## src/rtl/multi_edge_pulse_pkg.sv

```systemverilog
// Shared definitions for the multi-channel level-to-pulse converter:
// edge-select encodings, per-channel repeat FSM states and a sizing helper.
package multi_edge_pulse_pkg;

    localparam logic [1:0] MODE_OFF  = 2'b00;
    localparam logic [1:0] MODE_RISE = 2'b01;
    localparam logic [1:0] MODE_FALL = 2'b10;
    localparam logic [1:0] MODE_BOTH = 2'b11;

    typedef enum logic [1:0] {
        ST_LOW    = 2'b00,
        ST_HOLD   = 2'b01,
        ST_REPEAT = 2'b11
    } chan_state_t;

    function automatic int max_int(input int a, input int b);
        return (a > b) ? a : b;
    endfunction

endpackage

```

## src/rtl/multi_edge_pulse_chan.sv

```systemverilog
// One input channel: synchroniser, debouncer, edge detector and auto-repeat FSM.
// o_pulse_next is the combinational event that o_pulse registers one cycle later.
module multi_edge_pulse_chan
    import multi_edge_pulse_pkg::*;
#(
    parameter int SYNC_STAGES     = 2,
    parameter int DEBOUNCE_CYCLES = 3,
    parameter int HOLD_CYCLES     = 10,
    parameter int REPEAT_CYCLES   = 4
) (
    input  logic       clk,
    input  logic       reset,
    input  logic       i_lvl,
    input  logic [1:0] i_mode,
    input  logic       i_repeat_en,
    output logic       o_pulse,
    output logic       o_pulse_next,
    output logic       o_level
);

    localparam int DEB_W = $clog2(DEBOUNCE_CYCLES + 1);
    localparam int TMR_W = $clog2(max_int(HOLD_CYCLES, REPEAT_CYCLES));
    localparam logic [DEB_W-1:0] DEB_LAST      = DEB_W'(DEBOUNCE_CYCLES - 1);
    localparam logic [TMR_W-1:0] HOLD_RELOAD   = TMR_W'(HOLD_CYCLES - 1);
    localparam logic [TMR_W-1:0] REPEAT_RELOAD = TMR_W'(REPEAT_CYCLES - 1);

    logic [SYNC_STAGES-1:0] r_sync;
    logic [DEB_W-1:0]       r_deb_cnt;
    logic                   r_filt;
    logic                   r_filt_d;
    logic                   r_pulse;
    chan_state_t            r_state;
    chan_state_t            w_state_next;
    logic [TMR_W-1:0]       r_timer;
    logic [TMR_W-1:0]       w_timer_next;
    logic                   w_sync;
    logic                   w_rise;
    logic                   w_fall;
    logic                   w_rep;
    logic                   w_rise_en;
    logic                   w_fall_en;

    assign w_sync = r_sync[SYNC_STAGES-1];
    assign w_rise = r_filt & ~r_filt_d;
    assign w_fall = ~r_filt & r_filt_d;

    // A level change is accepted only after DEBOUNCE_CYCLES consecutive differing samples.
    always_ff @(posedge clk) begin
        if (reset) begin
            r_sync    <= '0;
            r_deb_cnt <= '0;
            r_filt    <= 1'b0;
            r_filt_d  <= 1'b0;
        end else begin
            r_sync   <= {r_sync[SYNC_STAGES-2:0], i_lvl};
            r_filt_d <= r_filt;
            if (w_sync == r_filt) begin
                r_deb_cnt <= '0;
            end else if (r_deb_cnt == DEB_LAST) begin
                r_filt    <= w_sync;
                r_deb_cnt <= '0;
            end else begin
                r_deb_cnt <= r_deb_cnt + DEB_W'(1);
            end
        end
    end

    always_ff @(posedge clk) begin
        if (reset) begin
            r_state <= ST_LOW;
            r_timer <= '0;
        end else begin
            r_state <= w_state_next;
            r_timer <= w_timer_next;
        end
    end

    // A release beats a simultaneous timer expiry; disabling repeat parks the timer at reload.
    always_comb begin
        w_state_next = r_state;
        w_timer_next = r_timer;
        w_rep        = 1'b0;
        case (r_state)
            ST_LOW: begin
                if (w_rise) begin
                    w_state_next = ST_HOLD;
                    w_timer_next = HOLD_RELOAD;
                end
            end
            ST_HOLD, ST_REPEAT: begin
                if (w_fall) begin
                    w_state_next = ST_LOW;
                    w_timer_next = '0;
                end else if (!i_repeat_en) begin
                    w_state_next = ST_HOLD;
                    w_timer_next = HOLD_RELOAD;
                end else if (r_timer == '0) begin
                    w_rep        = 1'b1;
                    w_state_next = ST_REPEAT;
                    w_timer_next = REPEAT_RELOAD;
                end else begin
                    w_timer_next = r_timer - TMR_W'(1);
                end
            end
            default: begin
                w_state_next = ST_LOW;
                w_timer_next = '0;
            end
        endcase
    end

    assign w_rise_en    = (i_mode == MODE_RISE) || (i_mode == MODE_BOTH);
    assign w_fall_en    = (i_mode == MODE_FALL) || (i_mode == MODE_BOTH);
    assign o_pulse_next = (i_mode != MODE_OFF) &&
                          ((w_rise & w_rise_en) | (w_fall & w_fall_en) | (w_rep & w_rise_en));

    always_ff @(posedge clk) begin
        if (reset) begin
            r_pulse <= 1'b0;
        end else begin
            r_pulse <= o_pulse_next;
        end
    end

    assign o_pulse = r_pulse;
    assign o_level = r_filt;

endmodule

```

## src/rtl/multi_edge_pulse.sv

```systemverilog
// Multi-channel debounced level-to-pulse converter with optional auto-repeat.
// Channels are independent; any_pulse is registered alongside the pulse vector.
module multi_edge_pulse
    import multi_edge_pulse_pkg::*;
#(
    parameter int CHANNELS        = 4,
    parameter int SYNC_STAGES     = 2,
    parameter int DEBOUNCE_CYCLES = 3,
    parameter int HOLD_CYCLES     = 10,
    parameter int REPEAT_CYCLES   = 4
) (
    input  logic                  clk,
    input  logic                  reset,
    input  logic [CHANNELS-1:0]   lvl,
    input  logic [2*CHANNELS-1:0] mode,
    input  logic [CHANNELS-1:0]   repeat_en,
    output logic [CHANNELS-1:0]   pulse,
    output logic [CHANNELS-1:0]   level,
    output logic                  any_pulse
);

    logic [CHANNELS-1:0] w_pulse_next;
    logic                r_any_pulse;

    generate
        for (genvar gi = 0; gi < CHANNELS; gi++) begin : g_chan
            multi_edge_pulse_chan #(
                .SYNC_STAGES    (SYNC_STAGES),
                .DEBOUNCE_CYCLES(DEBOUNCE_CYCLES),
                .HOLD_CYCLES    (HOLD_CYCLES),
                .REPEAT_CYCLES  (REPEAT_CYCLES)
            ) u_chan (
                .clk         (clk),
                .reset       (reset),
                .i_lvl       (lvl[gi]),
                .i_mode      (mode[2*gi+1 -: 2]),
                .i_repeat_en (repeat_en[gi]),
                .o_pulse     (pulse[gi]),
                .o_pulse_next(w_pulse_next[gi]),
                .o_level     (level[gi])
            );
        end
    endgenerate

    always_ff @(posedge clk) begin
        if (reset) begin
            r_any_pulse <= 1'b0;
        end else begin
            r_any_pulse <= |w_pulse_next;
        end
    end

    assign any_pulse = r_any_pulse;

endmodule

```

## config.mk

```make
export PLATFORM = sky130hd
export DESIGN_NAME = multi_edge_pulse
export DESIGN_NICKNAME = d
export VERILOG_FILES = /design/src/rtl/multi_edge_pulse_pkg.sv /design/src/rtl/multi_edge_pulse_chan.sv /design/src/rtl/multi_edge_pulse.sv
export SDC_FILE = /design/constraint.sdc
export NUM_CORES = 1
export LEC_CHECK = 0
export BUFFER_PORTS_ARGS = -buffer_cell sky130_fd_sc_hd__buf_4
export CAP_MARGIN = 20
export CORE_UTILIZATION = 40
export CTS_CLUSTER_SIZE = 30
export DETAILED_ROUTE_END_ITERATION = 16
export SLEW_MARGIN = 20
export SYNTH_ARGS = -nofsm -noshare
export SYNTH_HDL_FRONTEND = slang
export SYNTH_HIERARCHICAL = 1
export SYNTH_SLANG_ARGS = --single-unit
```

## constraint.sdc

```tcl
create_clock -name clk -period 2.4 [get_ports clk]
set_input_delay 0.24 -clock clk [delete_from_list [all_inputs] [get_ports clk]]
set_output_delay 0.24 -clock clk [all_outputs]
set_load 0.1 [all_outputs]
```

==> results of run 1 <==
==> final cells by class <==
class | count | area (um2) | share of cell area [%]
Multi-Input combinational cell | 184 | 1220 | 44.4
Sequential cell | 53 | 1060 | 38.6
Timing Repair Buffer | 26 | 195 | 7.09
Tap cell | 72 | 90.1 | 3.27
Clock buffer | 6 | 82.6 | 3.00
Inverter | 17 | 63.8 | 2.32
Clock inverter | 2 | 37.5 | 1.36
==> synthesized netlist by cell type (2+ instances only) <==
| master | count | share of area [%] |
|---|---|---|
| sky130_fd_sc_hd__dfxtp_1 | 53 | 45 |
| sky130_fd_sc_hd__nor2_1 | 26 | 4.1 |
| sky130_fd_sc_hd__inv_1 | 17 | 2.7 |
| sky130_fd_sc_hd__nor2b_1 | 17 | 4.5 |
| sky130_fd_sc_hd__nand2_1 | 15 | 2.4 |
| sky130_fd_sc_hd__a21oi_1 | 14 | 2.9 |
| sky130_fd_sc_hd__ha_1 | 12 | 6.3 |
| sky130_fd_sc_hd__nor3_1 | 11 | 2.3 |
| sky130_fd_sc_hd__nand2b_1 | 9 | 2.4 |
| sky130_fd_sc_hd__or3_1 | 7 | 1.8 |
| sky130_fd_sc_hd__a211oi_1 | 6 | 1.9 |
| sky130_fd_sc_hd__mux2i_1 | 6 | 2.5 |
| sky130_fd_sc_hd__nor3b_1 | 4 | 1.3 |
| sky130_fd_sc_hd__xnor2_1 | 4 | 1.5 |
| sky130_fd_sc_hd__a21o_1 | 3 | 0.95 |
| sky130_fd_sc_hd__a221oi_1 | 3 | 1.1 |
| sky130_fd_sc_hd__clkbuf_1 | 3 | 0.47 |
| sky130_fd_sc_hd__nand4_1 | 3 | 0.79 |
| sky130_fd_sc_hd__o21ai_0 | 3 | 0.63 |
| sky130_fd_sc_hd__a2111oi_0 | 2 | 0.74 |
| sky130_fd_sc_hd__a2bb2oi_1 | 2 | 0.74 |
| sky130_fd_sc_hd__and2_1 | 2 | 0.53 |
| sky130_fd_sc_hd__and2b_1 | 2 | 0.63 |
| sky130_fd_sc_hd__and3_1 | 2 | 0.53 |
| sky130_fd_sc_hd__nand3_1 | 2 | 0.42 |
| sky130_fd_sc_hd__nand3b_1 | 2 | 0.63 |
| sky130_fd_sc_hd__nand4b_1 | 2 | 0.74 |
| sky130_fd_sc_hd__o21a_1 | 2 | 0.63 |
| sky130_fd_sc_hd__o22a_1 | 2 | 0.74 |
| sky130_fd_sc_hd__o311ai_1 | 2 | 0.74 |
| sky130_fd_sc_hd__or2b_1 | 2 | 0.63 |
| sky130_fd_sc_hd__or3b_1 | 2 | 0.74 |
| sky130_fd_sc_hd__or4b_1 | 2 | 0.84 |
==> cells by family (layout without fill, tap and decap cells) <==
logic type	count (synthesis)	after routing	synth area share [%]
fa+ha+maj	12	12	6.32
mux	7	7	3.00
simple gates	119	119	28.4
compound gates	42	42	12.2
flops	53	53	44.7
xor+xnor	4	4	1.47
buf+inv	22	51	3.95
==> where the power goes <==
part	total, mW	leakage (nW)	internal [mW]	switching [mW]
sequential	0.892	0.429	0.888	0.00390
combinational	0.0576	0.589	0.0299	0.0277
clock	0.634	0.0574	0.340	0.294
total	1.58	1.07	1.26	0.326
==> sequential cells by signal, summed over array words and instances (netlist names) <==
signal                   cells
g_chan.u_chan/r_deb_cnt      8
g_chan.u_chan/r_timer       16
g_chan.u_chan/o_level        4
g_chan.u_chan/r_state        8
g_chan.u_chan/r_filt_d       4
g_chan.u_chan/r_sync         8
g_chan.u_chan/o_pulse        4
any_pulse                    1
==> routing by layer <==
metal | vias up | part of all wire (%) | GRT usage (%)
li1 | 959 | - | -
met1 | 877 | 49 | 17.9
met2 | 33 | 46 | 25.7
met3 | 4 | 3.2 | 3.79
met4 | 0 | 1.3 | 5.45
met5 | - | 0 | 0
==> critical path: cells and delay by family, from the launching register on <==
kind,cells,cell delay [ns]
DFF,1,0.33
adders and majority gates,1,0.16
AOI/OAI and AO/OA,1,0.09
buffers and inverters,1,0.09
and+or+nand+nor,2,0.79
==> path summary, 6_finish.rpt <==
kind,from,end,slack [ns]
worst max register to register,g_chan[1].u_chan/r_timer[0],g_chan[1].u_chan/r_timer[2],0.85
worst min register to register,g_chan[2].u_chan/r_deb_cnt[0],g_chan[2].u_chan/r_deb_cnt[0],0.41
worst min-delay path,lvl[0],g_chan[0].u_chan/r_sync[0],0.15
worst max-delay path,g_chan[1].u_chan/r_timer[0],g_chan[1].u_chan/r_timer[2],0.85
==> metrics by stage <==
step | utilization, % | power (mW) | instance area (um2) | worst slack [ns] | cells
floorplan | - | 0.940 | 2380 | 0.335 | 259
global placement | 46.9 | 0.970 | 2630 | 0.839 | 352
detailed placement | 46.9 | 0.970 | 2630 | 0.818 | 352
CTS | 49.1 | 1.61 | 2750 | 0.842 | 360
global route | 49.1 | 1.65 | 2750 | 0.695 | 360
finish | 49.1 | 1.58 | 2750 | 0.854 | 360
==> qor.txt, run 1 <==
Nets -> 317
Worst-path cell with the longest stage delay -> sky130_fd_sc_hd__or4b_1
Max Clock Skew -> 0.00513 ns
Antenna viol nets, final -> 0
H-tree Lvls -> 2
Depth of the worst register-to-register path -> 5
Synth Net Count -> 289
Stage delay of the slowest cell on the critical path -> 0.46 ns
Count of routing violations after the opening detailed-route iteration -> 75
Maximum buffer depth of the clock tree -> 2
IO Port Bufs -> 26
Vertical die dimension -> 79.1 um
Starting density of the core -> 42.4%
Power Dens Cells -> 575 nW/um2
Hold Violations, Final -> 0
Worst Hold Slack -> 0.146 ns
Synthesized instance count -> 259
Final Max Slew Viols -> 0
Proportion of synthesized flip-flops having asynchronous set or reset -> 0%
Critical Path End Type -> flip-flop
Netlist area before placement -> 2380 um2
Number of antenna repair diodes -> 0
TritonCTS clock tree -> built
Number of enable-type register cells in the synthesized netlist -> 0
Die ar. -> 6250 um2
Total Negative Setup Slacks -> 0 ns
Core Footprint -> 5610 um2
Cells traversed along the worst timing path -> inv_1, ha_1, or3b_1, or4b_1, o311ai_1
Final Critical Period -> 1.55 ns
WL/cell -> 12.0 um
Latest clock arrival within the worst-skew pair -> 0.30 ns
Via/cell ratio -> 5.20
Maximum number of pins on one net before global-route repair -> 52
Largest vdd supply drop -> 350 uV
Width of the die -> 79.1 um
Antenna violations before repair -> 0
Synth unique cells -> 48
Leakage dissipation -> 1.07 nW
# Max-Cap Violations -> 0
Number of gates resized after cts -> 0
Share of the clock period used by the worst path -> 64.4%
Most frequent cells in the layout -> sky130_fd_sc_hd__dfxtp_1 (53), sky130_fd_sc_hd__nor2_1 (26), sky130_fd_sc_hd__buf_4 (26)
Vias -> 1873
Number of cells on the worst hold path -> 2
Site row count -> 27
HPWL after detailed placement -> 3070 um
Worst hold-check path type -> in -> reg
Actual slew at the worst max-slew pin -> 0.513 ns
Outcome -> complete, no violations
Kind of launch point of the worst setup path -> flip-flop
Syn avg cell area -> 9.17 um2
Critical path data arrival time -> 1.76 ns
Share of cells above drive strength 1 -> 14.6%
Clock sink count -> 53
Unrepaired setup endpoints after global routing -> false
Global-route wire length before repair -> 7360 um
GR Util All Layers -> 14.9%
Number of buffers created by CTS -> 5
Number of top-level design ports -> 27
Total of fill cells in the finished design -> 559
Largest fanout on the critical path -> 3
Drt drc -> 0
Critical path start-end classification -> reg -> reg
# setup viols final -> 0
Signed area change from the synthesized netlist to the final layout -> 15.8%
Number of global-route vias before repair -> 1753
Clock tree root buffer cell -> sky130_fd_sc_hd__clkbuf_8
Number of iterations in the first detailed-routing pass -> 4
Required time of the critical path -> 2.61 ns
Max transition margin -> 65.8%
Weighted congestion reported at the end of routability-driven placement -> 0.806
Total congestion overflow after global routing -> 0
Yosys Warn Count -> 6
Fmax -> 647 MHz
Ys flop type -> sky130_fd_sc_hd__dfxtp_1
Flip-flop and latch count after synthesis -> 53
Post-CTS setup-driven buffer insertion count -> 0
Final WL -> 4300 um
CTS Hold Bufs -> 0
Commonest non-fill, non-tap cell in the layout -> sky130_fd_sc_hd__dfxtp_1
Clock-pin slew of the registers on the worst-case setup and hold paths -> 0.10 ns
Portion of the post-synthesis area used by sequential elements -> 44.7%
Note: power is estimated with default switching activity, not from simulation.
==> run 2: changes to the inputs <==
==> constraint.sdc (replaced) <==
create_clock -name clk -period 1.55 [get_ports clk]
set_input_delay 0.155 -clock clk [delete_from_list [all_inputs] [get_ports clk]]
set_output_delay 0.155 -clock clk [all_outputs]
set_load 0.1 [all_outputs]
==> run 2 against run 1 <==
The run now ends with setup timing left. Critical path depth unchanged. Wire length increased by 3.9%. First-iteration DRC count increased by 20%. Clock power increased by 17%. Count of clock-buffer cells in the layout unchanged. Maximum frequency decreased by 1.3%. Flip-flop and latch count unchanged. Non-clock buffer count increased by 7. Combinational power increased by 64%. Total power increased by 39%. Worst setup slack got worse by 0.87 ns.
==> qor.txt, run 2 (synthesized netlist as in run 1, its figures left out) <==
Outcome -> finished with violations (was complete, no violations)
Violated checks -> setup timing
Die ar. -> 6250 um2 (unchanged)
Post-route setup slack -> -0.0165 ns (was 0.854 ns)
Commonest non-fill, non-tap cell in the layout -> sky130_fd_sc_hd__dfxtp_1 (unchanged)
# setup viols final -> 1 (was 0)
WL/cell -> 12.2 um (was 12.0 um)
Power Dens Cells -> 778 nW/um2 (was 575 nW/um2)
Core Util, Final -> 50.6% (was 49.1%)
Clock-pin slew of the registers on the worst-case setup and hold paths -> 0.10 ns (about the same)
Global-route wire length before repair -> 7380 um (was 7360 um)
Placed inst area -> 2690 um2 (was 2630 um2)
Cell area after layout -> 2840 um2 (was 2750 um2)
Fraction of power spent switching nets -> 21.6% (was 20.6%)
Antenna viol nets, final -> 0 (unchanged)
Share of cells above drive strength 1 -> 24.1% (was 14.6%)
Clock tree root buffer cell -> sky130_fd_sc_hd__clkbuf_8 (unchanged)
Signed area change from the synthesized netlist to the final layout -> 19.4% (was 15.8%)
Width of the die -> 79.1 um (unchanged)
Design internal power -> 1.73 mW (was 1.26 mW)
Unrepaired setup endpoints after global routing -> true (was false)
Site row count -> 27 (unchanged)
Via/cell ratio -> 4.98 (was 5.20)
Worst hold-check path type -> in -> reg (unchanged)
Vias -> 1827 (was 1873)
Total Negative Setup Slacks -> -0.0165 ns (was 0 ns)
Leakage dissipation -> 1.12 nW (was 1.07 nW)
Final WL -> 4470 um (was 4300 um)
Critical Path End Type -> flip-flop (unchanged)
Critical path start-end classification -> reg -> reg (unchanged)
Max FFs per register -> 16 (unchanged)
Critical path data arrival time -> 1.78 ns (was 1.76 ns)
Starting density of the core -> 42.4% (unchanged)
IO Port Bufs -> 26 (unchanged)
Max Clock Skew -> 0.00891 ns (was 0.00513 ns)
Largest vdd supply drop -> 575 uV (was 350 uV)
Maximum number of pins on one net before global-route repair -> 26 (was 52)
Sw power -> 0.476 mW (was 0.326 mW)
Relative contribution of sequential cells to total power -> 62.2% (was 56.3%)
Final Critical Period -> 1.57 ns (was 1.55 ns)
Kind of launch point of the worst setup path -> flip-flop (unchanged)
Latest clock arrival within the worst-skew pair -> 0.30 ns (about the same)
Weighted congestion reported at the end of routability-driven placement -> 0.852 (was 0.806)
Actual slew at the worst max-slew pin -> 0.432 ns (was 0.513 ns)
Number of top-level design ports -> 27 (unchanged)
Register bank with the most flops -> g_chan.u_chan/r_timer (unchanged)
Total congestion overflow after global routing -> 0 (unchanged)
Max transition margin -> 71.2% (was 65.8%)
Number of iterations in the first detailed-routing pass -> 4 (unchanged)
Drt drc -> 0 (unchanged)
H-tree Lvls -> 2 (unchanged)
Combinational Power Share -> 4.3% (was 3.6%)
Nets -> 324 (was 317)
Vertical die dimension -> 79.1 um (unchanged)
Largest fanout on the critical path -> 3 (unchanged)
CTS Hold Bufs -> 0 (unchanged)
Core Footprint -> 5610 um2 (unchanged)
Count of routing violations after the opening detailed-route iteration -> 90 (was 75)
Share of the clock period used by the worst path -> 101% (was 64.4%)
Most frequent cells in the layout -> sky130_fd_sc_hd__dfxtp_1 (42), sky130_fd_sc_hd__buf_4 (33), sky130_fd_sc_hd__nor2_1 (26) (was sky130_fd_sc_hd__dfxtp_1 (53), sky130_fd_sc_hd__nor2_1 (26), sky130_fd_sc_hd__buf_4 (26))
Number of buffers created by CTS -> 5 (unchanged)
Number of global-route vias before repair -> 1681 (was 1753)
GR Util All Layers -> 15.0% (was 14.9%)
Required time of the critical path -> 1.77 ns (was 2.61 ns)
Clock power frac -> 33.5% (was 40.0%)
Number of antenna repair diodes -> 0 (unchanged)
# Max-Cap Violations -> 0 (unchanged)
HPWL after detailed placement -> 3200 um (was 3070 um)
Maximum buffer depth of the clock tree -> 2 (unchanged)
Hold Violations, Final -> 0 (unchanged)
Final Max Slew Viols -> 0 (unchanged)
TritonCTS clock tree -> built (unchanged)
Clock sink count -> 53 (unchanged)
Antenna violations before repair -> 0 (unchanged)
Fmax -> 638 MHz (was 647 MHz)
==> run 2: area by class of cell <==
cell class,count,area (um2)
inverters,17,63.8
fillers,551,2770
multi-input cells,184,1270
well taps,72,90.1
flip-flops and latches,53,1080
clock inverters,2,10.0
repair buffers,33,248
clock buffers,6,72.6
==> run 2: worst paths after layout <==
kind	cells past startpoint	endpoint	slack, ns	from
min reg2reg	1	g_chan[1].u_chan/r_deb_cnt[0]	0.42	g_chan[1].u_chan/r_deb_cnt[0]
max reg2reg	5	g_chan[1].u_chan/r_timer[2]	-0.02	g_chan[1].u_chan/r_timer[0]
max	5	g_chan[1].u_chan/r_timer[2]	-0.02	g_chan[1].u_chan/r_timer[0]
min	2	g_chan[1].u_chan/r_sync[0]	0.06	lvl[1]
==> run 2: worst max-delay path, stage by stage (launching register included) <==
cell	delay, ns
sky130_fd_sc_hd__dfxtp_2	0.34
sky130_fd_sc_hd__inv_2	0.06
sky130_fd_sc_hd__ha_2	0.17
sky130_fd_sc_hd__or3b_1	0.34
sky130_fd_sc_hd__or4b_4	0.49
sky130_fd_sc_hd__o311ai_2	0.09
==> run 2: through the flow <==
stage	cells	hold WS, ns	power (mW)	worst slack, ns
after floorplan	259	0.227	1.45	0.0302
after global placement	358	0.365	1.50	0.0407
after detailed placement	358	0.375	1.50	0.0110
after CTS	366	0.0539	2.25	0.0118
after global routing	367	0.0510	2.31	-0.0623
final	367	0.0589	2.21	-0.0165
==> run 2: power by group through the flow <==
stage                     combinational (mW)  clock [mW]  sequential, mW
final                                 0.0947       0.740            1.37
after global placement                0.0936           0            1.41
after global routing                   0.104       0.834            1.38
after floorplan                       0.0431           0            1.41
after CTS                             0.0949       0.781            1.37
after detailed placement              0.0948           0            1.41
==> run 2: repair_timing <==
action / in CTS / in global routing
resized for setup: 2 / 18
setup buffers: 0 / 1
pin swaps: 0 / 1
setup endpoints to repair: 2 / 7
==> run 2: per-layer routing <==
layer | vias to the layer above | global-route usage, % | routed length (um)
li1 | 970 | - | -
met1 | 828 | 19.3 | 2320
met2 | 25 | 24.5 | 1940
met3 | 4 | 3.45 | 132
met4 | 0 | 4.91 | 81
met5 | - | 0 | 0
==> run 3: changes to the inputs <==
--- a/config.mk
+++ b/config.mk
@@ -7,9 +7,11 @@
 export LEC_CHECK = 0
 export BUFFER_PORTS_ARGS = -buffer_cell sky130_fd_sc_hd__buf_4
 export CAP_MARGIN = 20
+export CORE_ASPECT_RATIO = 1.75
 export CORE_UTILIZATION = 40
 export CTS_CLUSTER_SIZE = 30
 export DETAILED_ROUTE_END_ITERATION = 16
+export PLACE_DENSITY = 0.58
 export SLEW_MARGIN = 20
 export SYNTH_ARGS = -nofsm -noshare
 export SYNTH_HDL_FRONTEND = slang
==> run 3 against run 2 <==
The flow still finishes with violations (setup timing). Die area increased by 0.20%. Total power increased by 1.0%. Core utilization decreased by 0.25 points. Flip-flop and latch count unchanged. Maximum frequency increased by 0.37%. Worst hold slack got worse by 0.0015 ns. First-iteration DRC count decreased by 29%. Wire length increased by 4.8%. Clock skew decreased by 0.0031 ns. Critical path depth unchanged. Final cell count increased by 1.1%. Cell area about the same. Critical endpoint is now g_chan[0].u_chan/r_timer[2].
==> qor.txt, run 3 (synthesized netlist as in run 1, its figures left out) <==
Maximum buffer depth of the clock tree -> 2 (unchanged)
Total congestion overflow after global routing -> 0 (unchanged)
# Max-Cap Violations -> 0 (unchanged)
Fmax -> 641 MHz (was 638 MHz)
Nets -> 324 (unchanged)
Width of the die -> 60.3 um (was 79.1 um)
Largest fanout on the critical path -> 3 (unchanged)
IO Port Bufs -> 26 (unchanged)
Clock tree root buffer cell -> sky130_fd_sc_hd__clkbuf_8 (unchanged)
Largest vdd supply drop -> 456 uV (was 575 uV)
H-tree Lvls -> 2 (unchanged)
Antenna violations before repair -> 0 (unchanged)
Unrepaired setup endpoints after global routing -> true (unchanged)
WL/cell -> 12.6 um (was 12.2 um)
Weighted congestion reported at the end of routability-driven placement -> 0.781 (was 0.852)
Number of top-level design ports -> 27 (unchanged)
Share of the clock period used by the worst path -> 101% (about the same)
Cell area after layout -> 2840 um2 (about the same)
Hold Violations, Final -> 0 (unchanged)
Drt drc -> 0 (unchanged)
Antenna viol nets, final -> 0 (unchanged)
Vias -> 1896 (was 1827)
Vertical die dimension -> 104 um (was 79.1 um)
Number of global-route vias before repair -> 1911 (was 1681)
Latest clock arrival within the worst-skew pair -> 0.30 ns (about the same)
# setup viols final -> 1 (unchanged)
Placed inst area -> 2690 um2 (about the same)
Final Max Slew Viols -> 0 (unchanged)
Clock sink count -> 53 (unchanged)
Number of buffers created by CTS -> 5 (unchanged)
GR Util All Layers -> 16.6% (was 15.0%)
Power Dens Cells -> 787 nW/um2 (was 778 nW/um2)
Signed area change from the synthesized netlist to the final layout -> 19.3% (was 19.4%)
Number of iterations in the first detailed-routing pass -> 4 (unchanged)
Final WL -> 4690 um (was 4470 um)
Site row count -> 36 (was 27)
Critical path start-end classification -> reg -> reg (unchanged)
Die ar. -> 6260 um2 (was 6250 um2)
Leakage dissipation -> 1.12 nW (about the same)
Final Critical Period -> 1.56 ns (was 1.57 ns)
Global-route wire length before repair -> 8140 um (was 7380 um)
Clock-pin slew of the registers on the worst-case setup and hold paths -> 0.09 ns (was 0.10 ns)
Core Footprint -> 5630 um2 (was 5610 um2)
Register bank with the most flops -> g_chan.u_chan/r_timer (unchanged)
Worst hold-check path type -> in -> reg (unchanged)
HPWL after detailed placement -> 3430 um (was 3200 um)
Number of antenna repair diodes -> 0 (unchanged)
Max FFs per register -> 16 (unchanged)
Maximum number of pins on one net before global-route repair -> 26 (unchanged)
Required time of the critical path -> 1.76 ns (was 1.77 ns)
Outcome -> finished with violations (unchanged)
Max Clock Skew -> 0.00577 ns (was 0.00891 ns)
Commonest non-fill, non-tap cell in the layout -> sky130_fd_sc_hd__dfxtp_1 (unchanged)
Critical Path End Type -> flip-flop (unchanged)
Critical path data arrival time -> 1.77 ns (was 1.78 ns)
Post-route setup slack -> -0.0108 ns (was -0.0165 ns)
TritonCTS clock tree -> built (unchanged)
Starting density of the core -> 42.2% (was 42.4%)
Max transition margin -> 72.1% (was 71.2%)
Violated checks -> setup timing (unchanged)
Most frequent cells in the layout -> sky130_fd_sc_hd__dfxtp_1 (43), sky130_fd_sc_hd__buf_4 (33), sky130_fd_sc_hd__nor2_1 (26) (was sky130_fd_sc_hd__dfxtp_1 (42), sky130_fd_sc_hd__buf_4 (33), sky130_fd_sc_hd__nor2_1 (26))
Count of routing violations after the opening detailed-route iteration -> 64 (was 90)
Via/cell ratio -> 5.11 (was 4.98)
Total Negative Setup Slacks -> -0.0108 ns (was -0.0165 ns)
Actual slew at the worst max-slew pin -> 0.416 ns (was 0.432 ns)
Kind of launch point of the worst setup path -> flip-flop (unchanged)
Share of cells above drive strength 1 -> 22.7% (was 24.1%)
-- run 3: through the flow --
step	setup WS, ns	util [%]	hold WS [ns]	cells	total power [mW]
final	-0.0108	50.4	0.0574	371	2.23
after CTS	0.00259	49.3	0.0440	369	2.27
after floorplan	0.0302	-	0.227	259	1.45
after global placement	0.0443	47.8	0.366	361	1.50
after detailed placement	0.00348	47.8	0.372	361	1.50
after global routing	-0.0808	50.4	0.0438	371	2.35
-- run 3: what timing repair did --
action / CTS / global route
endpoints found under the hold margin: 0 / 0
buffers inserted: 0 / 2
resized for setup: 4 / 11
pin swaps: 0 / 1
setup endpoints to repair: 2 / 8
gates cloned: 0 / 0
hold buffers: 0 / 0
-- run 3: metal layers --
metal | part of all wire (%) | vias up | global-route usage [%]
met5 | 0 | - | 0
met4 | 1.9 | 0 | 7.48
met3 | 2.6 | 9 | 2.86
met2 | 51 | 28 | 29.2
met1 | 44 | 891 | 18.3
li1 | - | 968 | -
-- run 3: power breakdown --
part	total [mW]	internal [mW]	switching, mW
clock network	0.762	0.313	0.448
logic	0.0952	0.0501	0.0450
registers	1.37	1.37	0.00594
total	2.23	1.73	0.499
-- run 3: critical path, cell delays in order, from the launching register on --
cell	delay, ns
sky130_fd_sc_hd__dfxtp_2	0.34
sky130_fd_sc_hd__inv_1	0.07
sky130_fd_sc_hd__ha_1	0.15
sky130_fd_sc_hd__or3b_1	0.34
sky130_fd_sc_hd__or4b_4	0.48
sky130_fd_sc_hd__o311ai_2	0.09
-- run 3: worst paths after layout --
path | startpoint | to | slack (ns) | depth (start not counted)
setup reg to reg | g_chan[0].u_chan/r_timer[1] | g_chan[0].u_chan/r_timer[2] | -0.01 | 5
hold / removal | lvl[0] | g_chan[0].u_chan/r_sync[0] | 0.06 | 2
setup / recovery | g_chan[0].u_chan/r_timer[1] | g_chan[0].u_chan/r_timer[2] | -0.01 | 5
hold reg to reg | g_chan[0].u_chan/r_deb_cnt[0] | g_chan[0].u_chan/r_deb_cnt[0] | 0.41 | 1
-- run 3: area by class of cell --
type / instances / area, um2
fill: 560 / 2800
multi-input combinational: 184 / 1260
sequential: 53 / 1080
timing repair buffer: 33 / 248
tap: 76 / 95.1
clock buffer: 5 / 68.8
inverter: 17 / 63.8
clock inverter: 3 / 17.5
